--- config.mk ---
export PLATFORM = sky130hd
export DESIGN_NAME = pc_sequencer
export DESIGN_NICKNAME = d
export VERILOG_FILES = /design/src/rtl/pc_sequencer.sv
export SDC_FILE = /design/constraint.sdc
export NUM_CORES = 1
export LEC_CHECK = 0
export BUFFER_PORTS_ARGS = -buffer_cell sky130_fd_sc_hd__buf_2
export CAP_MARGIN = 10
export CORE_AREA = 2 2 57 59
export DETAILED_ROUTE_END_ITERATION = 8
export DIE_AREA = 0 0 59 61
export GPL_TIMING_DRIVEN = 1
export PLACE_DENSITY = 0.83
export SYNTH_ARGS = -nofsm -noshare
export SYNTH_HDL_FRONTEND = slang
export SYNTH_SLANG_ARGS = --single-unit
export TNS_END_PERCENT = 5
--- constraint.sdc ---
create_clock -name clk -period 3 [get_ports clk]
set_input_delay 0.9 -clock clk [delete_from_list [all_inputs] [get_ports clk]]
set_output_delay 0.9 -clock clk [all_outputs]
set_load 0.02 [all_outputs]
--- src/rtl/pc_sequencer.sv ---
// Program counter sequencer: next-PC selection, wfi sleep/irq wake and rfi return.
// Optional build macro PCSEQ_PREEMPT_EN lets irq preempt a retiring instruction in RUN.
module pc_sequencer #(
  parameter int unsigned          ADDR_W       = 8,
  parameter logic [ADDR_W-1:0]    RESET_VECTOR = '0,
  parameter logic [ADDR_W-1:0]    IRQ_VECTOR   = ADDR_W'('hF0)
) (
  input  logic              clk,
  input  logic              reset,
  input  logic              step,
  input  logic [1:0]        pc_mux,
  input  logic              pc_save,
  input  logic              skip,
  input  logic [ADDR_W-1:0] wreg,
  input  logic [ADDR_W-1:0] literal,
  input  logic              irq,
  output logic [ADDR_W-1:0] pc,
  output logic              fetch_en,
  output logic              in_isr,
  output logic              irq_ack
);

  typedef enum logic [1:0] {StRun, StWait, StIsr} state_e;

  localparam logic [1:0] MuxAdd  = 2'd0;
  localparam logic [1:0] MuxWreg = 2'd1;
  localparam logic [1:0] MuxLit  = 2'd2;
  localparam logic [1:0] MuxSave = 2'd3;

  state_e            state_q, state_d;
  logic [ADDR_W-1:0] pc_q, pc_d;
  logic [ADDR_W-1:0] saved_pc_q, saved_pc_d;
  logic              irq_ack_q, irq_ack_d;
  logic [ADDR_W-1:0] pc_inc;
  logic [ADDR_W-1:0] seq_pc;
  logic              is_wfi, is_rfi;

  assign pc_inc = pc_q + ADDR_W'(1);
  assign is_wfi = (pc_mux == MuxSave) && pc_save;
  assign is_rfi = (pc_mux == MuxSave) && !pc_save;

  // PC the instruction produces when SAVE has no special meaning in this state.
  always_comb begin
    seq_pc = pc_inc;
    unique case (pc_mux)
      MuxAdd:  seq_pc = pc_inc + ADDR_W'(skip);
      MuxWreg: seq_pc = wreg;
      MuxLit:  seq_pc = literal;
      MuxSave: seq_pc = pc_inc;
      default: seq_pc = pc_inc;
    endcase
  end

  always_comb begin
    state_d    = state_q;
    pc_d       = pc_q;
    saved_pc_d = saved_pc_q;
    irq_ack_d  = 1'b0;
    unique case (state_q)
      StRun: begin
        if (step) begin
`ifdef PCSEQ_PREEMPT_EN
          if (irq) begin
            saved_pc_d = seq_pc;
            pc_d       = IRQ_VECTOR;
            state_d    = StIsr;
            irq_ack_d  = 1'b1;
          end else
`endif
          if (is_wfi) begin
            saved_pc_d = pc_inc;
            state_d    = StWait;
          end else begin
            pc_d = seq_pc;
          end
        end
      end
      StWait: begin
        if (irq) begin
          pc_d      = IRQ_VECTOR;
          state_d   = StIsr;
          irq_ack_d = 1'b1;
        end
      end
      StIsr: begin
        if (step) begin
          if (is_rfi) begin
            pc_d    = saved_pc_q;
            state_d = StRun;
          end else begin
            pc_d = seq_pc;
          end
        end
      end
      default: state_d = StRun;
    endcase
  end

  always_ff @(posedge clk or posedge reset) begin
    if (reset) begin
      state_q    <= StRun;
      pc_q       <= RESET_VECTOR;
      saved_pc_q <= '0;
      irq_ack_q  <= 1'b0;
    end else begin
      state_q    <= state_d;
      pc_q       <= pc_d;
      saved_pc_q <= saved_pc_d;
      irq_ack_q  <= irq_ack_d;
    end
  end

  assign pc       = pc_q;
  assign fetch_en = (state_q != StWait);
  assign in_isr   = (state_q == StIsr);
  assign irq_ack  = irq_ack_q;

endmodule

==> results of run 1 <==
-- layout by cell type, fill, tap and decap left out, types with 3 or more instances in the layout --
master and count:
buf_2 34, nand2_1 20, o21ai_0 19, dfrtp_1 19, nor2_1 11, a21oi_1 11, inv_1 8, ha_1 7
xnor2_1 5, xor2_1 5, o22ai_1 5, a22oi_1 5, nand3_1 4, nand2b_1 4, and2_1 4, mux4_2 4
o31ai_1 3, clkbuf_4 3
-- final cells by class --
class	count	area (um2)	share of cell area, %
inverters	8	30.03	1.796
multi-input cells	136	927.1	55.46
repair buffers	34	170.2	10.18
clock inverters	1	5.005	0.2994
flip-flops and latches	19	475.5	28.44
well taps	33	41.29	2.470
clock buffers	3	22.52	1.347
-- worst min-delay path: stages (launching register included) --
cell,delay (ns)
dfrtp_1,0.36
nand2_1,0.05
o21ai_0,0.06
-- sequential cells by signal (all words and copies together) (netlist names) --
register	cells
state_q	2
irq_ack	1
saved_pc_q	8
pc	8
-- worst max-delay path by stage --
stage,startpoint,endpoint,cells after the start
floorplan,pc_mux[0],pc[4],8
global placement,pc_mux[1],pc[7],6
detailed placement,pc_mux[1],pc[6],7
CTS,state_q[1],fetch_en,4
global route,pc[0],pc[7],7
finish,state_q[1],fetch_en,4
-- through the flow --
stage | total power [mW] | cell area, um2 | utilization, %
6_report | 1.629 | 1672 | 56.61
2_1_floorplan | 1.253 | 1489 | -
3_5_place_dp | 1.478 | 1644 | 55.68
3_3_place_gp | 1.460 | 1644 | 55.68
5_1_grt | 1.758 | 1672 | 56.61
4_1_cts | 1.612 | 1672 | 56.61
-- per-layer routing --
metal | vias to the layer above | part of all wire (%)
met5 | - | 0
met4 | 0 | 2.3
met3 | 7 | 6.2
met2 | 59 | 47
met1 | 669 | 45
li1 | 678 | -
-- cell families after synthesis --
family	share of synthesized area, %
AO/OA/AOI/OAI	21.43
XOR/XNOR	6.975
adder cells (fa/ha/maj)	5.882
buffers and inverters	5.797
flip-flops	31.93
multiplexers	8.235
AND/OR/NAND/NOR	19.75
-- where the power goes --
| group | internal, mW | switching [mW] | total, mW |
|---|---|---|---|
| combinational | 0.397 | 0.570 | 0.967 |
| sequential | 0.375 | 0.149 | 0.524 |
| clock | 0.0500 | 0.0881 | 0.138 |
==> metrics.txt, run 1 <==
status=finished clean; Peak Freq=0.4242 GHz; commonest cells in the netlist=20 x nand2_1, 19 x dfrtp_1, 19 x o21ai_0; Hold Fails Final Rpt=0; Fillers=288; Worst slew margin=51.19%; via/cell ratio=6.038; number of DRC markers in iteration 0=69; GP Congestion=0.8785; port buffer count=34; worst hold path endpoint=saved_pc_q[0]; fin nets=233; crit end category=output pin; final worst path period need=2.357 ns; min-delay src=saved_pc_q[0]; routed wire length=3627 um; setup ws final=0.6427 ns; cell count of the worst reg-to-reg path=7; CTS tree=yes; share of layout cells above drive strength 1=24.88%; crit path launch type=flip-flop; syn_nets=204; Most used DFF post-synth=dfrtp_1; Hold WC Path Type=flip-flop to flip-flop; post-CTS sizing=0; Buf/Inv on CP=3; hold buffer count at CTS=0; max_cap viols=0; cell taking the most area after synthesis=dfrtp_1; top-area cell type share of the netlist area=31.93%; EDFF count, synth=0; cell depth of the worst hold path=2; CP top delay family=flip-flops; Clock Tree Buf Depth=2; grt total ovfl=0; core area=2953 um2; TritonCTS buffer count=3; Tot GR Track Use=22.70%; Die W=59 um; vias=1413; DRC errors left=0; register bit total from synthesis=19; R2R Path Start=pc[0]; Pwr Density=974.4 nW/um2; Critical Path AT=1.46 ns; crit path kind=flip-flop to output pin; RSZ-0062 raised after global routing=false; GRT met2 Usage=36.67%; sequential area share after synthesis=31.93%; Starting Density=50.42%; vias in the first global route=1301; Die Height=61 um; Async S/R FF share, synth=100.0%; flop-to-flop setup slack=0.66 ns; worst slack, placed=0.4435 ns; clk slew on worst S/H paths=0.12 ns; die area=3599 um2; Final setup viols=0; Root Buffer=clkbuf_4; number of synthesis warnings=0; Site Rows=20; most frequent cell after synthesis=nand2_1; largest net degree at the start of global routing=20; Slowest Stage Delay on Critical Path=0.43 ns; Worst Tran Pin Value=0.7313 ns; CTS H-Tree Depth=1; Synth Instances=173; pins over their slew limit=0; Post-Syn Area=1489 um2; clk_lat worst skew=0.32 ns; average routed wire per standard cell=15.50 um; grt peak-use layer=met2; Worst Path Required=2.10 ns; Tcrit/Tclk final=78.58%; first-pass GRT wire length=6072 um; CP max FO=7; Worst path slowest cell=dfrtp_1; post-route ant nets=0; dpl hpwl=2878 um; area delta synth->final=12.27%; io pins=35; most frequent CP cell=inv_1; Unique masters post-synth=42; Num Clock Sinks=19; Peak VDD IR=624.5 uV; leak pwr=0.7621 nW; setup TNS=0 ns; Post-Layout Cell Count=234; Post-Syn Area per Cell=8.607 um2; met3 usage in global routing=1.706%; grt met1 use=31.28%; CP Cell Sequence=inv_1, ha_1, inv_1, buf_2; capturing point of the worst reg2reg path=pc[7]; dpl cells=230; initial antenna violation count=0; Min Hold Slack=0.5000 ns; largest cells by area after synthesis=dfrtp_1 32%, o21ai_0 6.4%, mux4_2 6.1%; drt pass-1 iters=5; # diodes=0; Fin Clk Skew=0.01551 ns; post-CTS setup buffer count=0
Power figures use the tool's default switching activity.
==> inputs of run 2 (changes only) <==
--- a/config.mk
+++ b/config.mk
@@ -7,11 +7,11 @@
 export LEC_CHECK = 0
 export BUFFER_PORTS_ARGS = -buffer_cell sky130_fd_sc_hd__buf_2
 export CAP_MARGIN = 10
-export CORE_AREA = 2 2 57 59
+export CORE_AREA = 2 2 59 61
 export DETAILED_ROUTE_END_ITERATION = 8
-export DIE_AREA = 0 0 59 61
+export DIE_AREA = 0 0 61 63
 export GPL_TIMING_DRIVEN = 1
-export PLACE_DENSITY = 0.83
+export PLACE_DENSITY = 0.82
 export SYNTH_ARGS = -nofsm -noshare
 export SYNTH_HDL_FRONTEND = slang
 export SYNTH_SLANG_ARGS = --single-unit
==> constraint.sdc (replaced) <==
create_clock -name clk -period 2 [get_ports clk]
set_input_delay 0.6 -clock clk [delete_from_list [all_inputs] [get_ports clk]]
set_output_delay 0.6 -clock clk [all_outputs]
set_load 0.02 [all_outputs]
==> run 2 against run 1 <==
Compared with the run above: sequential share of layout area down 4.3 points; first-iteration DRC count up 22%; clock power up 47%; total power up 80%; the flow now finishes with violations (setup timing); core utilization up 4.9 points; clock skew up 0.00055 ns; design area up 19%; critical endpoint is now pc[7]; highest routed layer unchanged; count of clock-buffer cells in the layout unchanged; sequential power up 43%; worst setup slack worse by 0.69 ns; largest power group unchanged.
==> metrics.txt, run 2 (same netlist as run 1, synthesis figures left out) <==
status=finished with violations; failing checks=setup timing; share of layout cells above drive strength 1=41.92%; average routed wire per standard cell=15.27 um; Worst Path Required=2.18 ns; Starting Density=46.07%; Worst slew margin=72.64%; via/cell ratio=5.615; vias in the first global route=1503; final worst path period need=2.051 ns; post-route ant nets=0; routed wire length=4199 um; leak pwr=0.9051 nW; pins over their slew limit=0; RSZ-0062 raised after global routing=true; Switch Pwr=1.391 mW; CTS tree=yes; Root Buffer=clkbuf_4; Die W=61 um; Site Rows=21; io pins=35; first-pass GRT wire length=6658 um; clk slew on worst S/H paths=0.13 ns; Num Clock Sinks=19; area delta synth->final=33.53%; total power=2.938 mW; worst slack, placed=-0.06558 ns; Pwr Density=1478 nW/um2; drt pass-1 iters=4; TritonCTS buffer count=3; setup ws final=-0.05138 ns; CTS H-Tree Depth=1; DRC errors left=0; crit path kind=flip-flop to flip-flop; vias=1544; fin nets=261; crit end category=flip-flop; crit path launch type=flip-flop; CP max FO=5; most common cell after layout, fill and taps aside=buf_2; number of DRC markers in iteration 0=84; Clk pwr share=6.9%; Hold WC Path Type=primary input to async pin; setup TNS=-0.05138 ns; Gate power share=67.7%; clk_lat worst skew=0.31 ns; dpl hpwl=3166 um; max_cap viols=0; switching part of the total=47.35%; # diodes=0; most frequent cells in the layout=34 x buf_2, 27 x buf_4, 20 x nand2_1; Fin Clk Skew=0.01606 ns; Int Pwr=1.547 mW; Final setup viols=1; metal2 WL=2156 um; port buffer count=34; Critical Path AT=2.23 ns; Tcrit/Tclk final=102.6%; core area=3232 um2; Peak Freq=0.4875 GHz; GP Congestion=0.9094; Tot GR Track Use=23.08%; grt total ovfl=0; initial antenna violation count=0; die area=3843 um2; Highest Signal Layer=met4; area of the multi-input gates=1010 um2; Reg power frac=25.4%; Hold Fails Final Rpt=0; Die Height=63 um; wl on met1=1727 um; Met3 Wirelength=245 um; Clock Tree Buf Depth=2; FF+latch area=479.2 um2; Fillers=281; Peak VDD IR=790.4 uV; Worst Tran Pin Value=0.4090 ns; largest net degree at the start of global routing=20
## run 2: critical path, cell delays in order (launching register included)
cell	delay (ns)
dfrtp_2	0.42
buf_4	0.15
nand3_1	0.20
xnor2_2	0.29
nand3_4	0.12
or4_4	0.52
a21oi_2	0.15
o31ai_1	0.07
## run 2: final cells by class
type	count	share of cell area (%)
well taps	46	2.895
flip-flops and latches	19	24.10
repair buffers	62	19.32
multi-input cells	136	50.79
clock inverters	1	0.2517
inverters	8	1.510
clock buffers	3	1.133
## run 2: final timing paths
path / startpoint / end / slack (ns) / cells past startpoint
setup / recovery: pc[1] / pc[7] / -0.05 / 7
hold / removal: reset / saved_pc_q[1] / 0.28 / 3
setup reg to reg: pc[1] / pc[7] / -0.05 / 7
hold reg to reg: saved_pc_q[2] / saved_pc_q[2] / 0.50 / 2
max in group asynchronous: reset / pc[6] / 1.49 / 3
min in group clk: saved_pc_q[2] / saved_pc_q[2] / 0.50 / 2
## run 2: layer usage
layer / vias up / global-route usage (%)
met2: 63 / 38.17
met5: - / 0
met4: 0 / 8.967
li1: 734 / -
met1: 740 / 30.33
met3: 7 / 2.277
## run 2: stage by stage
step           std cells  utilization [%]  area (um2)  hold WS (ns)
2_1_floorplan        173                -        1496        0.4497
3_3_place_gp         265            56.72        1833        0.4629
3_5_place_dp         265            56.72        1833        0.4742
4_1_cts              271            58.50        1891        0.2873
5_1_grt              275            61.52        1988        0.3079
6_report             275            61.52        1988        0.2827
## run 2: what timing repair did
action                     4_1_cts  5_1_grt
hold buffers                     0        0
resized for setup                2       16
pin swaps                        1        9
cloned                           0        0
setup buffers                    2        4
setup endpoints to repair        6        5
## run 2: power groups by stage
stage               Combinational [mW]  Sequential, mW  Clock, mW
global route                      2.15           0.768      0.225
detailed placement                1.73           0.734          0
floorplan                         1.10           0.797          0
CTS                               1.79           0.731      0.207
finish                            1.99           0.747      0.203
global placement                  1.67           0.716          0
